--- config.mk ---
export PLATFORM = sky130hd
export DESIGN_NAME = uart_rx
export DESIGN_NICKNAME = d
export VERILOG_FILES = /design/src/rtl/uart_rx.sv
export SDC_FILE = /design/constraint.sdc
export NUM_CORES = 1
export LEC_CHECK = 0
export CAP_MARGIN = 30
export CORE_ASPECT_RATIO = 0.7
export CORE_UTILIZATION = 23
export CTS_BUF_LIST = sky130_fd_sc_hd__clkbuf_4 sky130_fd_sc_hd__clkbuf_8
export DETAILED_ROUTE_END_ITERATION = 8
export GPL_TIMING_DRIVEN = 0
export SLEW_MARGIN = 20
export SYNTH_ARGS = -nofsm -noshare
export SYNTH_HDL_FRONTEND = slang
export SYNTH_SLANG_ARGS = --single-unit
--- constraint.sdc ---
create_clock -name i_Clock -period 3.9 [get_ports i_Clock]
set_input_delay 0.78 -clock i_Clock [delete_from_list [all_inputs] [get_ports i_Clock]]
set_output_delay 0.78 -clock i_Clock [all_outputs]
set_load 0.01 [all_outputs]
--- src/rtl/uart_rx.sv ---
// ============================================================================
//  Module   : uart_rx
//  Purpose  : UART receiver, 8 data bits, no parity, 1 stop bit, LSB first.
//  Revision : 1.0
// ============================================================================
`default_nettype none

module uart_rx #(
  parameter int CLKS_PER_BIT = 217
) (
  input  logic       i_Clock,
  input  logic       i_Reset,
  input  logic       i_RX_Serial,
  output logic       o_RX_DV,
  output logic [7:0] o_RX_Byte,
  output logic       o_RX_Active,
  output logic       o_RX_Framing_Err
);

  localparam logic [9:0] HALF_C = 10'((CLKS_PER_BIT - 1) / 2);
  localparam logic [9:0] LAST_C = 10'(CLKS_PER_BIT - 1);

  typedef enum logic [2:0] {
    S_IDLE    = 3'd0,
    S_START   = 3'd1,
    S_DATA    = 3'd2,
    S_STOP    = 3'd3,
    S_CLEANUP = 3'd4
  } state_e;

  state_e     state_q, state_d;
  logic [9:0] cnt_q, cnt_d;
  logic [2:0] idx_q, idx_d;
  logic [7:0] shift_q, shift_d;
  logic [7:0] byte_q, byte_d;
  logic       dv_q, dv_d;
  logic       act_q, act_d;
  logic       ferr_q, ferr_d;
  logic       sync1_q, rx_q;

  always_ff @(posedge i_Clock) begin
    if (i_Reset) begin
      state_q <= S_IDLE;
      cnt_q   <= '0;
      idx_q   <= '0;
      shift_q <= '0;
      byte_q  <= '0;
      dv_q    <= 1'b0;
      act_q   <= 1'b0;
      ferr_q  <= 1'b0;
      sync1_q <= 1'b1;
      rx_q    <= 1'b1;
    end else begin
      state_q <= state_d;
      cnt_q   <= cnt_d;
      idx_q   <= idx_d;
      shift_q <= shift_d;
      byte_q  <= byte_d;
      dv_q    <= dv_d;
      act_q   <= act_d;
      ferr_q  <= ferr_d;
      sync1_q <= i_RX_Serial;
      rx_q    <= sync1_q;
    end
  end

  // Strobes default low, so each lasts exactly the one clock after the stop sample.
  always_comb begin
    state_d = state_q;
    cnt_d   = cnt_q;
    idx_d   = idx_q;
    shift_d = shift_q;
    byte_d  = byte_q;
    dv_d    = 1'b0;
    ferr_d  = 1'b0;
    act_d   = act_q;
    case (state_q)
      S_IDLE: begin
        cnt_d = '0;
        idx_d = '0;
        act_d = 1'b0;
        if (!rx_q) begin
          state_d = S_START;
          act_d   = 1'b1;
        end
      end
      S_START: begin
        if (cnt_q < HALF_C) begin
          cnt_d = cnt_q + 10'd1;
        end else if (!rx_q) begin
          state_d = S_DATA;
          cnt_d   = '0;
        end else begin
          state_d = S_IDLE;
          cnt_d   = '0;
          act_d   = 1'b0;
        end
      end
      S_DATA: begin
        if (cnt_q < LAST_C) begin
          cnt_d = cnt_q + 10'd1;
        end else begin
          cnt_d          = '0;
          shift_d[idx_q] = rx_q;
          if (idx_q == 3'd7) begin
            idx_d   = '0;
            state_d = S_STOP;
          end else begin
            idx_d = idx_q + 3'd1;
          end
        end
      end
      S_STOP: begin
        if (cnt_q < LAST_C) begin
          cnt_d = cnt_q + 10'd1;
        end else begin
          if (rx_q) begin
            byte_d = shift_q;
            dv_d   = 1'b1;
          end else begin
            ferr_d = 1'b1;
          end
          cnt_d   = '0;
          state_d = S_CLEANUP;
        end
      end
      S_CLEANUP: begin
        // Wait for the line to go high so a held break cannot retrigger.
        if (rx_q) begin
          state_d = S_IDLE;
          act_d   = 1'b0;
        end
      end
      default: begin
        state_d = S_IDLE;
        act_d   = 1'b0;
      end
    endcase
  end

  assign o_RX_DV          = dv_q;
  assign o_RX_Byte        = byte_q;
  assign o_RX_Active      = act_q;
  assign o_RX_Framing_Err = ferr_q;

endmodule

`default_nettype wire

# Word level (Yosys, flattened, before mapping)

Cells that the tools add are included.

Bits in registers: 37
Input bits: 3
Word-level logic and storage cells: 63

Add/subtract/negate cells: 2
$lt $le $gt $ge: 4
Equality and inequality tests: 11
Mux-type cells: 22
Bitwise operators: 3
Reduce and logical (&&, ||, !) cells: 11

Operator list:

| operator                                                     | number |
|---|---|
| case mux 10 bit (3 select lines)                             | 1 |
| 2-to-1 mux 3 bit                                             | 8 |
| 2-to-1 mux 10 bit                                            | 2 |
| case mux 3 bit (5 select lines)                              | 1 |
| inequality test 2 bit (second input constant)                | 6 |
| adder 10 x 1 -> 10 bit (second input constant)               | 1 |
| less-than comparator 10 x 7 -> 1 bit (second input constant) | 1 |
| less-than comparator 10 x 8 -> 1 bit (second input constant) | 1 |
| bitwise mux 8 bit                                            | 1 |
| equality test 3 x 2 -> 1 bit (second input constant)         | 2 |
| equality test 3 bit (second input constant)                  | 2 |
| case mux 3 bit (2 select lines)                              | 1 |
| AND reduction 2 bit                                          | 3 |
| AND reduction 6 bit                                          | 1 |
| 2-to-1 mux 1 bit                                             | 5 |
| less-than comparator 3 x 4 -> 1 bit (second input constant)  | 1 |
| case mux 1 bit (4 select lines)                              | 1 |
| adder 3 x 1 -> 3 bit (second input constant)                 | 1 |
| demux 1 bit (select 3 bit)                                   | 1 |
| equality test 3 x 1 -> 1 bit (second input constant)         | 1 |
| >= comparator 3 x 1 -> 1 bit (second input constant)         | 1 |
| logical NOT 3 bit                                            | 1 |
| NOT 1 bit                                                    | 3 |
| AND reduction 3 bit                                          | 1 |
| other kinds (6)                                              | 6 |

# Depth between registers and ports, before layout

Depth after elaboration: 5
Mapped depth: 7
Gate-level depth less buffers: 6

# Least setup slack after synthesis

Ideal clock, no wire load.

Path kind: register -> register
Start point: register idx_q[0]
End point: register idx_q[2]
Arrival: 1.439 ns
Slack: 2.390 ns
Stages on the path, launching flop included: 6
Path buffers: 0
Period minus slack after synthesis: 1.510 ns
Path through: dfxtp_1 > ha_1 > ha_1 > inv_1 > or4_1 > a21oi_1

Cells in the longest elaborated chain, start to end: 4
Elaborated cells on any way between the ends: 5
Those cells by class: add/sub: 1; eq/ne: 1; mux: 3

RTL lines:

| what                                                        | line     | text |
|---|---|---|
| start: declaration                                          | 33       | `logic [2:0] idx_q, idx_d;` |
| start signal: assignment                                    | 56       | `idx_q <= idx_d;` |
| adder 3 x 1 -> 3 bit or equality test 3 bit (tied branches) | 109, 105 |  |
| 2-to-1 mux 3 bit (*)                                        | 105      | `if (idx_q == 3'd7) begin` |
| 2-to-1 mux 3 bit (*)                                        | 100      | `if (cnt_q < LAST_C) begin` |
| case mux 3 bit (2 select lines) (*)                         | 77       | `case (state_q)` |

Every way passes the cells marked *; elsewhere a longest branch is shown, timed or not. The select of a mux whose other input is x is not followed.
A chain may end at the register's enable or synchronous reset.

# Worst setup path after layout

Start point: register act_q, in the netlist o_RX_Active
End point: output o_RX_Active

RTL lines:

| what                     | line | text |
|---|---|---|
| start: declaration       | 37   | `logic act_q, act_d;` |
| start signal: assignment | 60   | `act_q <= act_d;` |
| end: declaration         | 16   | `output logic o_RX_Active,` |

No word-level cell between the ends.

==> summary.txt <==
Drt
  • Final ANT Viol Nets: 0
  • Drt via density: 4.50
  • Via count: between 1k and 1.5k
  • Drt wl/cell: around 12 um
  • DRC viols: 0
  • Wirelength, routed: about 3.6 mm
  • DR iter-0 viols: approximately 120
  • Drt first pass iters: 4

Critical path
  • Crit path max fanout: 2
  • Highest-delay cell along the critical path: clkdlybuf4s50_1
  • WP data arrival: 1180 ps
  • Buf/Inv on CP: 1
  • Delay-heaviest family, CP: buffers and inverters
  • Startpoint types: flop
  • Crit path launch: o_RX_Active$_SDFFE_PP0P_
  • Critical path cell sequence: clkdlybuf4s50_1
  • Required @ worst endpoint: between 3000 and 4000 ps
  • Nature of the critical path endpoint: output port
  • Crit path largest cell delay: 540 ps
  • Crit Path Class: flop to output port
  • R2r startpoint: state_q[1]$_SDFFE_PP0P_

STA
  • Final setup viols: 0
  • Relative slew margins: a little over three fifths
  • Worst-Margin Slew: ~560 ps
  • WHS: around 420 ps
  • Unrepaired setup endpoints after global routing: no
  • Layout Skew: 4.01 ps
  • Final min period: roughly 2000 ps
  • Setup tns final: 0 ps
  • Final Max Tran Viols: 0
  • Peak Freq: about 510 MHz
  • Fin. Hold Viols: 0
  • Tcrit/Tclk final: 50.3%

Global routing
  • Initial antenna violation count: 0
  • Number of global-route vias before repair: roughly 1.3k
  • Largest net degree at the start of global routing: 12
  • Gr usage total: 10.7%
  • Grt total ovfl: 0
  • Global-route wire length before repair: between 6 and 7 mm

Synthesis
  • Multiplexer area fraction after synthesis: 7.22%
  • Synth cell types: 38
  • Post-synth EDFFs: 0
  • Syn avg cell area: 8.94 sq um
  • Adder-cell area share of the yosys netlist: about 2.3%
  • Compound-Gate Fraction of Synth Area: 14.1%
  • Synth warnings: 0
  • Post-Synth Simple-Gate Area: 27.5%
  • Largest family of logic cells by synthesized area: simple AND/OR/NAND/NOR gates
  • Synth Register Bits: 37
  • Seq/Total Area, Yosys: ~45%
  • Cell Area, Synth: between 1500 and 2000 sq um
  • Syn Nets: between 150 and 200
  • Post-synth top flop: dfxtp_1
  • FFs w/ async S/R, synth: 0%
  • Gate Count Post-Synth: approximately 190
  • XOR/XNOR share of the synthesized area: 0%

Cells and area
  • Area of the multi-input gates: 850 sq um
  • FF+latch area: ~740 sq um
  • Final core occ: between 20% and 30%
  • # diodes: 0
  • Leading cell type in the layout, fill and taps excluded: dfxtp_1
  • Fill cell count: 767
  • Fin cells: 300
  • # nets final: around 210
  • P&R area growth vs syn: 20.4%
  • Share of layout cells above drive strength 1: a little under an eighth
  • Most frequent cells in the layout: 37 x dfxtp_1, 19 x nor2_1, 13 x nand2_1, 13 x a21oi_1
  • Design Area, Final: around 2000 sq um

Placed design
  • HPWL Detailed: 2.55 mm
  • Placer congestion estimate: around 0.78
  • Inst Count DP: just under 300
  • Dpl cell area: between 1500 and 2000 sq um
  • Port-buffer cells: 12

Run
  • Maxcap violations: 0

Floorplanning
  • Die area: between 7000 and 8000 sq um
  • Die width: 104 um
  • Core region area: ~6900 sq um
  • Die height: about 73 um
  • Std cell rows: 25
  • Io pins: 14
  • Initial Util: between 20% and 30%

Clock tree
  • Hold Buf Count CTS: 0
  • Max H-tree Level: 2
  • Clock buffer depth: 2
  • Reg clk slew, reported paths: around 70 ps
  • Clock sink count: 37
  • Clock Latency Late Sink: between 200 and 300 ps
  • CTS buffer count: 5
  • Post-CTS sizing: 0
  • Post-CTS setup buffer count: 0
  • TritonCTS clock tree: done
  • CTS Root Cell: clkbuf_8

Run status
  • Outcome: finished, final reports clean

Pwr
  • PD cells: 351 nW/um^2
  • VDD IR max: around 0.00018 V
  • P_leak: around 0.65 nW

Worst hold path
  • Hold Path Class: flop to flop
  • Hold path startpoint: sync1_q$_SDFF_PP1_
## worst paths after layout
path                               end  slack [ps]  depth (start not counted)
min reg2reg            rx_q$_SDFF_PP1_         420                          1
min                    rx_q$_SDFF_PP1_         420                          1
max reg2reg  o_RX_Byte[4]$_SDFFE_PP0P_        2080                          7
max                        o_RX_Active        1940                          1
## sequential cells by signal, summed over array words and instances (netlist names)
signal            cells
o_RX_Framing_Err      1
o_RX_DV               1
rx_q                  1
state_q               3
cnt_q                10
idx_q                 3
sync1_q               1
shift_q               8
o_RX_Active           1
o_RX_Byte             8
## stage by stage
| stage | setup slack, ps | power, W |
|---|---|---|
| floorplan | 2390 | 0.000407 |
| global placement | 2070 | 0.000415 |
| detailed placement | 2060 | 0.000416 |
| CTS | 1910 | 0.000712 |
| global route | 1890 | 0.000730 |
| finish | 1940 | 0.000703 |
## layer usage
metal  GRT usage [%]  up-vias  wire length, um  part of all wire [%]
met5               0        -                0                     0
met4            4.35        0               46                   1.3
met3            3.30        5              143                   4.0
li1                -      701                -                     -
met2            13.7       23             1290                    36
met1            16.0      621             2100                    59
## synthesized netlist by cell type, types with 2 or more instances
library cell	number	area, sq um
nor3b_1	3	22.5
nand2b_1	7	43.8
nor2_1	19	71.3
nor4_1	3	18.8
mux2i_1	12	120
nand2_1	13	48.8
nand4_1	3	18.8
buf_2	4	20.0
a21oi_1	13	65.1
inv_1	3	11.3
dfxtp_1	37	741
a31oi_1	3	18.8
o21ai_1	10	50.1
clkbuf_1	5	18.8
buf_4	2	15.0
nor3_1	5	25.0
ha_1	3	37.5
nand3b_1	8	60.1
or4_1	2	15.0
nor2b_1	4	25.0
o21ai_0	3	15.0
nand3_1	5	25.0
or2_2	2	12.5
nor4b_2	3	45.0
## cell families after synthesis
family | count (synthesis)
multiplexers | 12
AND/OR/NAND/NOR | 80
adder cells (fa/ha/maj) | 3
AO/OA/AOI/OAI | 38
flip-flops | 37
buffers and inverters | 16
## layout make-up
cell class | count | share of cell area (%)
timing repair buffer | 12 | 6.00
clock buffer | 7 | 4.81
tap | 94 | 5.88
clock inverter | 1 | 0.250
multi-input combinational | 133 | 42.4
buffer | 12 | 2.88
inverter | 4 | 0.750
sequential | 37 | 37.0
## power breakdown
part	switching [W]	total [W]	internal, W	leakage (nW)
Sequential	0.00000173	0.000381	0.000380	0.299
Combinational	0.0000151	0.0000251	0.0000100	0.298
Clock	0.000137	0.000297	0.000160	0.0542
Total	0.000154	0.000703	0.000549	0.651
No activity file was read; power rests on OpenSTA's default activity.
